## src/rtl/multdiv_sequencer_pkg.sv

```systemverilog
`default_nettype none
// ============================================================================
// Module      : multdiv_sequencer_pkg
// Description : Shared constants and types for the multiply/divide sequencer.
//               Holds the opcode/alu_op decode values, the rstatus writeback
//               target with its exception codes, and the FSM state encoding.
// Revision    : 1.0 - initial release
// ============================================================================
package multdiv_sequencer_pkg;

    // Instruction decode values
    localparam logic [4:0] OPCODE_RTYPE = 5'b00000;
    localparam logic [4:0] ALU_MUL      = 5'b00110;
    localparam logic [4:0] ALU_DIV      = 5'b00111;

    // Exception writeback target and codes (zero-extended to data width)
    localparam logic [4:0]  RSTATUS_REG = 5'd30;
    localparam logic [31:0] EXC_MUL     = 32'd4;
    localparam logic [31:0] EXC_DIV     = 32'd5;

    // Sequencer states; IDLE must stay at 00 so reset lands there
    typedef enum logic [1:0] {
        ST_IDLE  = 2'b00,
        ST_START = 2'b01,
        ST_WAIT  = 2'b10,
        ST_WB    = 2'b11
    } md_state_e;

    // Kind of operation latched at issue
    typedef enum logic {
        MD_MUL = 1'b0,
        MD_DIV = 1'b1
    } md_kind_e;

endpackage
`default_nettype wire

```

## src/rtl/multdiv_sequencer_md_cycle_counter.sv

```systemverilog
`default_nettype none
// ============================================================================
// Module      : md_cycle_counter
// Description : Wait-cycle counter for the multiply/divide sequencer.
//               Synchronous clear has priority over enable. terminal_o is
//               high while the count equals MAX_CYCLES-1.
// Ports       : clock, reset_n   - clock, async active-low reset
//               clear_i          - zero the count on the next edge
//               enable_i         - increment the count on the next edge
//               terminal_o       - count == MAX_CYCLES-1
// Revision    : 1.0 - initial release
// ============================================================================
module md_cycle_counter #(
    parameter int MAX_CYCLES = 40,
    parameter int CNT_W      = 6
) (
    input  logic clock,
    input  logic reset_n,
    input  logic clear_i,
    input  logic enable_i,
    output logic terminal_o
);

    localparam logic [CNT_W-1:0] c_terminal = CNT_W'(MAX_CYCLES - 1);

    logic [CNT_W-1:0] cnt_q;
    logic [CNT_W-1:0] cnt_d;

    always_comb begin
        cnt_d = cnt_q;
        if (clear_i) begin
            cnt_d = '0;
        end else if (enable_i) begin
            cnt_d = cnt_q + 1'b1;
        end
    end

    always_ff @(posedge clock or negedge reset_n) begin
        if (!reset_n) begin
            cnt_q <= '0;
        end else begin
            cnt_q <= cnt_d;
        end
    end

    assign terminal_o = (cnt_q == c_terminal);

endmodule
`default_nettype wire

```

## src/rtl/multdiv_sequencer.sv

```systemverilog
`default_nettype none
// ============================================================================
// Module      : multdiv_sequencer
// Description : Multicycle sequencer between single-cycle decode and the
//               shared multiply/divide unit. Detects R-type mul/div, stalls
//               fetch, pulses the unit start, waits for ready with a bounded
//               timeout and performs exactly one register-file writeback:
//               the result to rd, or an exception code to rstatus ($r30).
// Ports       : clock, reset_n            - clock, async active-low reset
//               issue_valid, opcode,
//               alu_op, rd                - decoded instruction
//               md_ready, md_exception,
//               md_result                 - unit response (sampled in WAIT)
//               ctrl_mult, ctrl_div       - one-cycle start pulses
//               stall                     - hold fetch, suppress normal WB
//               wb_en, wb_addr, wb_data   - register-file write port
//               busy                      - sequencer not idle
// Revision    : 1.0 - initial release
// ============================================================================
module multdiv_sequencer
    import multdiv_sequencer_pkg::*;
#(
    parameter int MAX_CYCLES = 40,
    parameter int CNT_W      = 6
) (
    input  logic        clock,
    input  logic        reset_n,
    input  logic        issue_valid,
    input  logic [4:0]  opcode,
    input  logic [4:0]  alu_op,
    input  logic [4:0]  rd,
    input  logic        md_ready,
    input  logic        md_exception,
    input  logic [31:0] md_result,
    output logic        ctrl_mult,
    output logic        ctrl_div,
    output logic        stall,
    output logic        wb_en,
    output logic [4:0]  wb_addr,
    output logic [31:0] wb_data,
    output logic        busy
);

    md_state_e   state_q,  state_d;
    md_kind_e    kind_q,   kind_d;
    logic [4:0]  rd_q,     rd_d;
    logic [31:0] result_q, result_d;
    logic        exc_q,    exc_d;

    logic        md_issue;
    logic        is_mul;
    logic        is_div;
    logic        cnt_clr;
    logic        cnt_en;
    logic        cnt_terminal;

    assign is_mul   = (alu_op == ALU_MUL);
    assign is_div   = (alu_op == ALU_DIV);
    assign md_issue = issue_valid && (opcode == OPCODE_RTYPE) && (is_mul || is_div);

    md_cycle_counter #(
        .MAX_CYCLES (MAX_CYCLES),
        .CNT_W      (CNT_W)
    ) u_md_cycle_counter (
        .clock      (clock),
        .reset_n    (reset_n),
        .clear_i    (cnt_clr),
        .enable_i   (cnt_en),
        .terminal_o (cnt_terminal)
    );

    // Next-state, latch updates and output decode
    always_comb begin
        state_d   = state_q;
        kind_d    = kind_q;
        rd_d      = rd_q;
        result_d  = result_q;
        exc_d     = exc_q;
        cnt_clr   = 1'b0;
        cnt_en    = 1'b0;
        ctrl_mult = 1'b0;
        ctrl_div  = 1'b0;
        stall     = 1'b0;
        wb_en     = 1'b0;
        wb_addr   = 5'd0;
        wb_data   = 32'd0;

        unique case (state_q)
            ST_IDLE: begin
                // The only path from an input to an output: fetch must be
                // held in the very cycle the mul/div is decoded.
                stall = md_issue;
                if (md_issue) begin
                    rd_d     = rd;
                    kind_d   = is_div ? MD_DIV : MD_MUL;
                    result_d = 32'd0;
                    exc_d    = 1'b0;
                    state_d  = ST_START;
                end
            end

            ST_START: begin
                stall     = 1'b1;
                ctrl_mult = (kind_q == MD_MUL);
                ctrl_div  = (kind_q == MD_DIV);
                cnt_clr   = 1'b1;
                state_d   = ST_WAIT;
            end

            ST_WAIT: begin
                stall  = 1'b1;
                cnt_en = 1'b1;
                // Ready takes priority over a coincident timeout.
                if (md_ready) begin
                    result_d = md_result;
                    exc_d    = md_exception;
                    state_d  = ST_WB;
                end else if (cnt_terminal) begin
                    exc_d    = 1'b1;
                    state_d  = ST_WB;
                end
            end

            ST_WB: begin
                if (exc_q) begin
                    wb_en   = 1'b1;
                    wb_addr = RSTATUS_REG;
                    wb_data = (kind_q == MD_DIV) ? EXC_DIV : EXC_MUL;
                end else if (rd_q != 5'd0) begin
                    wb_en   = 1'b1;
                    wb_addr = rd_q;
                    wb_data = result_q;
                end
                state_d = ST_IDLE;
            end

            default: begin
                state_d = ST_IDLE;
            end
        endcase
    end

    assign busy = (state_q != ST_IDLE);

    always_ff @(posedge clock or negedge reset_n) begin
        if (!reset_n) begin
            state_q  <= ST_IDLE;
            kind_q   <= MD_MUL;
            rd_q     <= 5'd0;
            result_q <= 32'd0;
            exc_q    <= 1'b0;
        end else begin
            state_q  <= state_d;
            kind_q   <= kind_d;
            rd_q     <= rd_d;
            result_q <= result_d;
            exc_q    <= exc_d;
        end
    end

endmodule
`default_nettype wire

```

## config.mk

```make
export PLATFORM = sky130hd
export DESIGN_NAME = multdiv_sequencer
export DESIGN_NICKNAME = d
export VERILOG_FILES = /design/src/rtl/multdiv_sequencer_pkg.sv /design/src/rtl/multdiv_sequencer_md_cycle_counter.sv /design/src/rtl/multdiv_sequencer.sv
export SDC_FILE = /design/constraint.sdc
export NUM_CORES = 1
export LEC_CHECK = 0
export ABC_AREA = 1
export BUFFER_PORTS_ARGS = -buffer_cell sky130_fd_sc_hd__buf_4
export CAP_MARGIN = 10
export CORE_UTILIZATION = 29
export CTS_CLUSTER_DIAMETER = 40
export DETAILED_ROUTE_END_ITERATION = 7
export SYNTH_ARGS = -nofsm -noshare
export SYNTH_HDL_FRONTEND = slang
export SYNTH_HIERARCHICAL = 1
export SYNTH_SLANG_ARGS = --single-unit
export TNS_END_PERCENT = 10
```

## constraint.sdc

```tcl
create_clock -name clock -period 1.7 [get_ports clock]
set_clock_uncertainty 0.1 [all_clocks]
set_input_delay 0.255 -clock clock [delete_from_list [all_inputs] [get_ports clock]]
set_output_delay 0.255 -clock clock [all_outputs]
set_load 0.005 [all_outputs]
```

==> results of run 1 <==
-- placed cells by master (no fill, tap or decap), types with 5 or more instances in the layout --
cell,count
buf_12,7
buf_4,84
buf_6,22
clkbuf_8,6
dfrtp_1,45
inv_1,36
inv_2,24
nand2_1,89
nand3_1,5
nand3_2,29
nand4_1,5
nor2_1,16
o21ai_2,37
-- cell families after synthesis --
family	share of synthesized area, %
DFF	42.55
AOI/OAI and AO/OA	14.44
buffers and inverters	13.22
and+or+nand+nor	26.75
adders and majority gates	2.716
xor gates and xnor gates	0.3169
-- where the power goes --
group / switching (mW) / internal [mW] / total, mW
clock: 0.384 / 0.334 / 0.718
combinational: 1.84 / 1.35 / 3.18
sequential: 0.341 / 1.56 / 1.90
-- worst paths after layout --
kind	endpoint	slack, ns	cells past startpoint
max in group asynchronous	u_md_cycle_counter/cnt_q[1]$_DFFE_PN0P_	0.64	2
min reg2reg	rd_q[1]$_DFFE_PN0P_	0.39	2
max reg2reg	result_q[14]$_DFFE_PN0P_	-0.03	9
min in group asynchronous	result_q[27]$_DFFE_PN0P_	0.42	2
min	rd_q[4]$_DFFE_PN0P_	0.1	3
max	wb_data[15]	-0.23	8
-- sequential cells by signal (all words and copies together), names as in the netlist --
name	cells
exc_q	1
kind_q	1
rd_q	5
result_q	32
state_q	2
u_md_cycle_counter/cnt_q	6
-- per-stage QoR --
stage	setup slack (ns)	cell area [µm²]
floorplan	0.01708	2766
global placement	0.02619	3620
detailed placement	0.03220	3620
CTS	-0.2946	3881
global route	-0.2944	4194
finish	-0.2312	4194
-- layout make-up --
class                   count  area (µm²)
fillers                   885        5046
repair buffers            115        1054
clock inverters             1       8.758
inverters                  63       245.2
multi-input cells         222        1460
well taps                 129       161.4
flip-flops and latches     47        1179
clock buffers               7       86.33
-- synthesized netlist by cell type, drive strengths merged --
master  count  area share (%)
a21oi       6             1.4
nand3      36             6.9
nor4        1            0.23
nor3        6             1.3
ha          6             2.7
o21ai      43              13
nand4       5             1.1
nor2       22             3.6
nand2      93              13
clkbuf      6            0.81
inv        63             8.6
o21a        1            0.27
dfrtp      47              43
or2         1            0.23
buf        12             3.8
or3b        1            0.32
xnor2       1            0.32
-- worst max-delay path, cell delays in order (launching register included) --
cell	delay [ns]
dfrtp_1	0.43
ha_4	0.18
inv_4	0.04
nor2_4	0.09
buf_12	0.13
clkbuf_16	0.17
nand3_2	0.07
inv_1	0.06
buf_4	0.10
-- routing by layer --
| layer | vias up | GRT usage (%) | routed length (µm) |
|---|---|---|---|
| li1 | 1293 | - | - |
| met1 | 1206 | 18.97 | 3389 |
| met2 | 58 | 25.37 | 3689 |
| met3 | 7 | 3.303 | 262 |
| met4 | 0 | 3.846 | 72 |
| met5 | - | 0 | 0 |
-- timing repair --
item	CTS	global route
setup endpoints to repair	42	82
setup buffers	6	4
endpoints found under the hold margin	47	0
hold buffers	1	0
gates cloned	2	1
resized for setup	20	93
pin swaps	3	6
==> run summary, run 1 <==
period utilization: 113.6%
Core Box Area: 0.009240 mm²
Net Count, Synth: 408
router iterations before antenna repair: 4
Routed Wire Length: 7414 µm
Reg clk slew, reported paths: 0.09 ns
GRT Total Usage: 14.85%
cells after synthesis: 350
Root Buffer: clkbuf_8
Total Power: 5.796 mW
CP startpoint kind: register
yosys warns: 6
TritonCTS sink count: 47
Post-Place Cells: 565
minimum clock period: 1.931 ns
largest net degree at the start of global routing: 48
Worst-Skew Late Latency: 0.30 ns
htree depth: 2
Slew @ Worst Pin: 0.6247 ns
CTS buffer count: 5
Max Clk Rate: 517.8 MHz
CP Capture Type: primary output
Rel. slew slack: 58.35%
n_diodes: 0
post-synthesis cell area: 0.002764 mm²
Hold Startpoint: rd[4]
ANT nets after route: 0
# IOs: 94
Yosys cell types: 29
GRT overflow: 0
status: finished with violations
routed via count: 2564
Worst Path Required: 1.34 ns
initial core utilization: 29.91%
Seq/Total Area, Yosys: 42.55%
Port Buf Inserts: 93
final hold slack: 0.09970 ns
Pwr per Cell Area: 1382 mW/mm²
# setup viols final: 58
vias in the first global route: 2410
crit path launch: state_q[1]$_DFFE_PN0P_
initial antenna violation count: 0
Slew Viols, Final: 0
final hold vios: 0
Seq cells post-synth: 47
FP Rows: 35
P&R area growth vs syn: 51.74%
Post-Route Setup TNS: -8.165 ns
post-DR wirelength/cell: 12.70 µm
die area: 0.009925 mm²
setup ws final: -0.2312 ns
P_leak: 2.104 nW
maximum clock insertion buffer count: 2
initial drt markers: 80
first-pass GRT wire length: 11560 µm
share of cells above drive strength 1: 52.53%
Max VDD drop: 0.7910 mV
CP Class: register to primary output
DIE WIDTH: 99.63 µm
post-route insts no fill: 584
Reg-to-Reg Start: state_q[1]$_DFFE_PN0P_
nets: 512
Avg Cell Area, Syn: 7.897 µm²
failing checks: negative setup slack
Critical Path AT: 1.58 ns
height of the die: 99.63 µm
routability congestion estimate: 0.8080
Hold WC Path Type: primary input to register
hpwl dp: 4840 µm
Core Util, Final: 45.39%
number of max-cap violations: 0
Via-to-Cell Ratio: 4.390
CP Max Fanout: 7
DRC: 0
CTS tree: done
RSZ-0062 raised after global routing: true
Note: power is estimated with default switching activity, not from simulation.
==> run 2: changes to the inputs <==
--- a/config.mk
+++ b/config.mk
@@ -11,6 +11,7 @@
 export CORE_UTILIZATION = 29
 export CTS_CLUSTER_DIAMETER = 40
 export DETAILED_ROUTE_END_ITERATION = 7
+export GPL_TIMING_DRIVEN = 0
 export SYNTH_ARGS = -nofsm -noshare
 export SYNTH_HDL_FRONTEND = slang
 export SYNTH_HIERARCHICAL = 1
==> run 2 against run 1 <==
The run still ends with negative setup slack left. Clock-buffer cell count stayed put. Critical path depth is 1 lower. Via count is 0.20% higher. Fmax up 1.5%. Largest cell class unchanged. Largest power group unchanged. Highest routed layer unchanged.
==> run summary, run 2 (same netlist as run 1, synthesis figures left out) <==
Routed Wire Length: 6828 µm (-7.9%)
GRT overflow: 0 (unchanged)
share of cells above drive strength 1: 41.74% (-11 points)
RSZ-0062 raised after global routing: true
Switch Pwr: 2.345 mW (-8.4%)
Total Power: 5.400 mW (-6.8%)
minimum clock period: 1.904 ns (-0.02766 ns)
maximum clock insertion buffer count: 2 (unchanged)
first-pass GRT wire length: 11450 µm (-0.95%)
failing checks: negative setup slack
clock power share: 12.0% (-0.4 points)
Flop pwr share: 33.9% (+1.2 points)
CTS buffer count: 5 (unchanged)
height of the die: 99.63 µm (unchanged)
Reg clk slew, reported paths: 0.09 ns (about the same)
CP startpoint kind: register
FP Rows: 35 (unchanged)
Max VDD drop: 0.6257 mV (-21%)
Slew @ Worst Pin: 0.6235 ns (-0.001196 ns)
nets: 517 (+0.98%)
Core Box Area: 0.009240 mm² (unchanged)
CTS tree: done
vias in the first global route: 2449 (+1.6%)
P&R area growth vs syn: 42.37%
routability congestion estimate: 0.7626 (-5.6%)
# IOs: 94 (unchanged)
Via-to-Cell Ratio: 4.362 (-0.66%)
Critical Path AT: 1.55 ns (-0.03 ns)
hpwl dp: 5040 µm (+4.1%)
P_leak: 2.133 nW (+1.4%)
setup ws final: -0.2036 ns (+0.02766 ns)
pre-CTS WS: -0.2041 ns (-0.2363 ns)
Worst-Skew Late Latency: 0.29 ns (about the same)
Slew Viols, Final: 0 (unchanged)
status: finished with violations
most frequent cells in the layout: buf_4 (100), nand2_1 (89), inv_1 (58)
post-DR wirelength/cell: 11.59 µm (-8.7%)
CP Max Fanout: 5 (-2)
Worst Path Required: 1.34 ns (about the same)
final hold vios: 0 (unchanged)
Switching Share: 43.42% (-0.75 points)
Pwr per Cell Area: 1372 mW/mm² (-0.71%)
initial drt markers: 100 (+25%)
DRC: 0 (unchanged)
routed via count: 2569 (+0.20%)
Root Buffer: clkbuf_8
Top reg by flops: result_q
largest net degree at the start of global routing: 48 (unchanged)
Post-Route Setup TNS: -6.395 ns (+1.770 ns)
max reg flops: 32 (unchanged)
TritonCTS sink count: 47 (unchanged)
combinational share of power: 54.1% (-0.8 points)
Max Clk Rate: 525.3 MHz (+1.5%)
initial antenna violation count: 0 (unchanged)
Port Buf Inserts: 93 (unchanged)
number of max-cap violations: 0 (unchanged)
Regs by FF count: result_q (32), u_md_cycle_counter/cnt_q (6), rd_q (5)
most common cell after layout, fill and taps aside: buf_4
CP Class: register to primary output
htree depth: 2 (unchanged)
GRT Total Usage: 14.37% (-0.49 points)
initial core utilization: 29.91% (unchanged)
Rel. slew slack: 58.43% (+0.080 points)
P_int: 3.055 mW (-5.6%)
ANT nets after route: 0 (unchanged)
FILL cells: 954 (+7.8%)
Hold WC Path Type: primary input to register
period utilization: 112.0% (-1.6 points)
die area: 0.009925 mm² (unchanged)
CP Capture Type: primary output
router iterations before antenna repair: 5 (+1)
DIE WIDTH: 99.63 µm (unchanged)
# setup viols final: 66 (+14%)
n_diodes: 0 (unchanged)
run 2: changes by cell type in the layout (fill, tap and decap cells not counted), sizes merged:
cell / change
inv: +1
clkbuf: +4
buf: +1
clkinvlp: -1
run 2: worst paths after layout:
kind | from | endpoint | slack [ns] | depth (start not counted)
max in group asynchronous | reset_n | state_q[1]$_DFFE_PN0P_ | 0.65 | 2
worst max register to register | state_q[0]$_DFFE_PN0P_ | result_q[11]$_DFFE_PN0P_ | -0.06 | 9
worst min-delay path | rd[3] | rd_q[3]$_DFFE_PN0P_ | 0.11 | 3
min in group asynchronous | reset_n | u_md_cycle_counter/cnt_q[1]$_DFFE_PN0P_ | 0.40 | 2
worst max-delay path | state_q[0]$_DFFE_PN0P_ | wb_data[1] | -0.20 | 7
worst min register to register | result_q[10]$_DFFE_PN0P_ | result_q[10]$_DFFE_PN0P_ | 0.39 | 2
run 2: power by group through the flow:
stage | Sequential (mW) | Clock [mW] | Combinational (mW)
floorplan | 1.76 | 0 | 1.95
global placement | 1.81 | 0 | 2.56
detailed placement | 1.83 | 0 | 2.62
CTS | 1.82 | 0.681 | 2.89
global route | 1.88 | 0.719 | 3.27
finish | 1.83 | 0.650 | 2.92
run 2: area by class of cell:
type,count,area (µm²),area share (%)
repair buffers,102,769.5,19.55
inverters,63,241.5,6.137
clock inverters,1,5.005,0.1272
multi-input cells,222,1324,33.64
clock buffers,7,76.32,1.940
plain buffers,18,178.9,4.547
well taps,129,161.4,4.102
flip-flops and latches,47,1179,29.95
run 2: critical path, cell delays in order (launching register included):
cell and delay [ns]:
dfrtp_1 0.43, ha_4 0.18, inv_6 0.04, nor2_4 0.13
buf_2 0.21, nand3_1 0.10, inv_1 0.06, buf_4 0.10
run 2: timing repair:
action,4_1_cts,5_1_grt
pin swaps,3,2
hold endpoints to repair,47,0
resized for setup,32,15
setup endpoints to repair,72,72
gates cloned,0,1
hold buffers,1,0
buffers inserted,5,2
run 2: routing by layer:
layer	wire, µm	GRT usage [%]	vias to the layer above
met5	0	0	-
met4	65	2.941	0
met3	341	3.514	11
met2	3310	24.20	79
met1	3111	18.73	1176
li1	-	-	1303
run 2: through the flow:
step                hold slack, ns  instance area [µm²]  cells  util [%]
finish                      0.1096                 3935    589     42.59
global route               0.09627                 3935    589     42.59
CTS                        0.09899                 3871    586     41.90
detailed placement          0.2112                 3626    572     39.24
global placement            0.2110                 3626    572     39.24
floorplan                  -0.1406                 2766    350         -
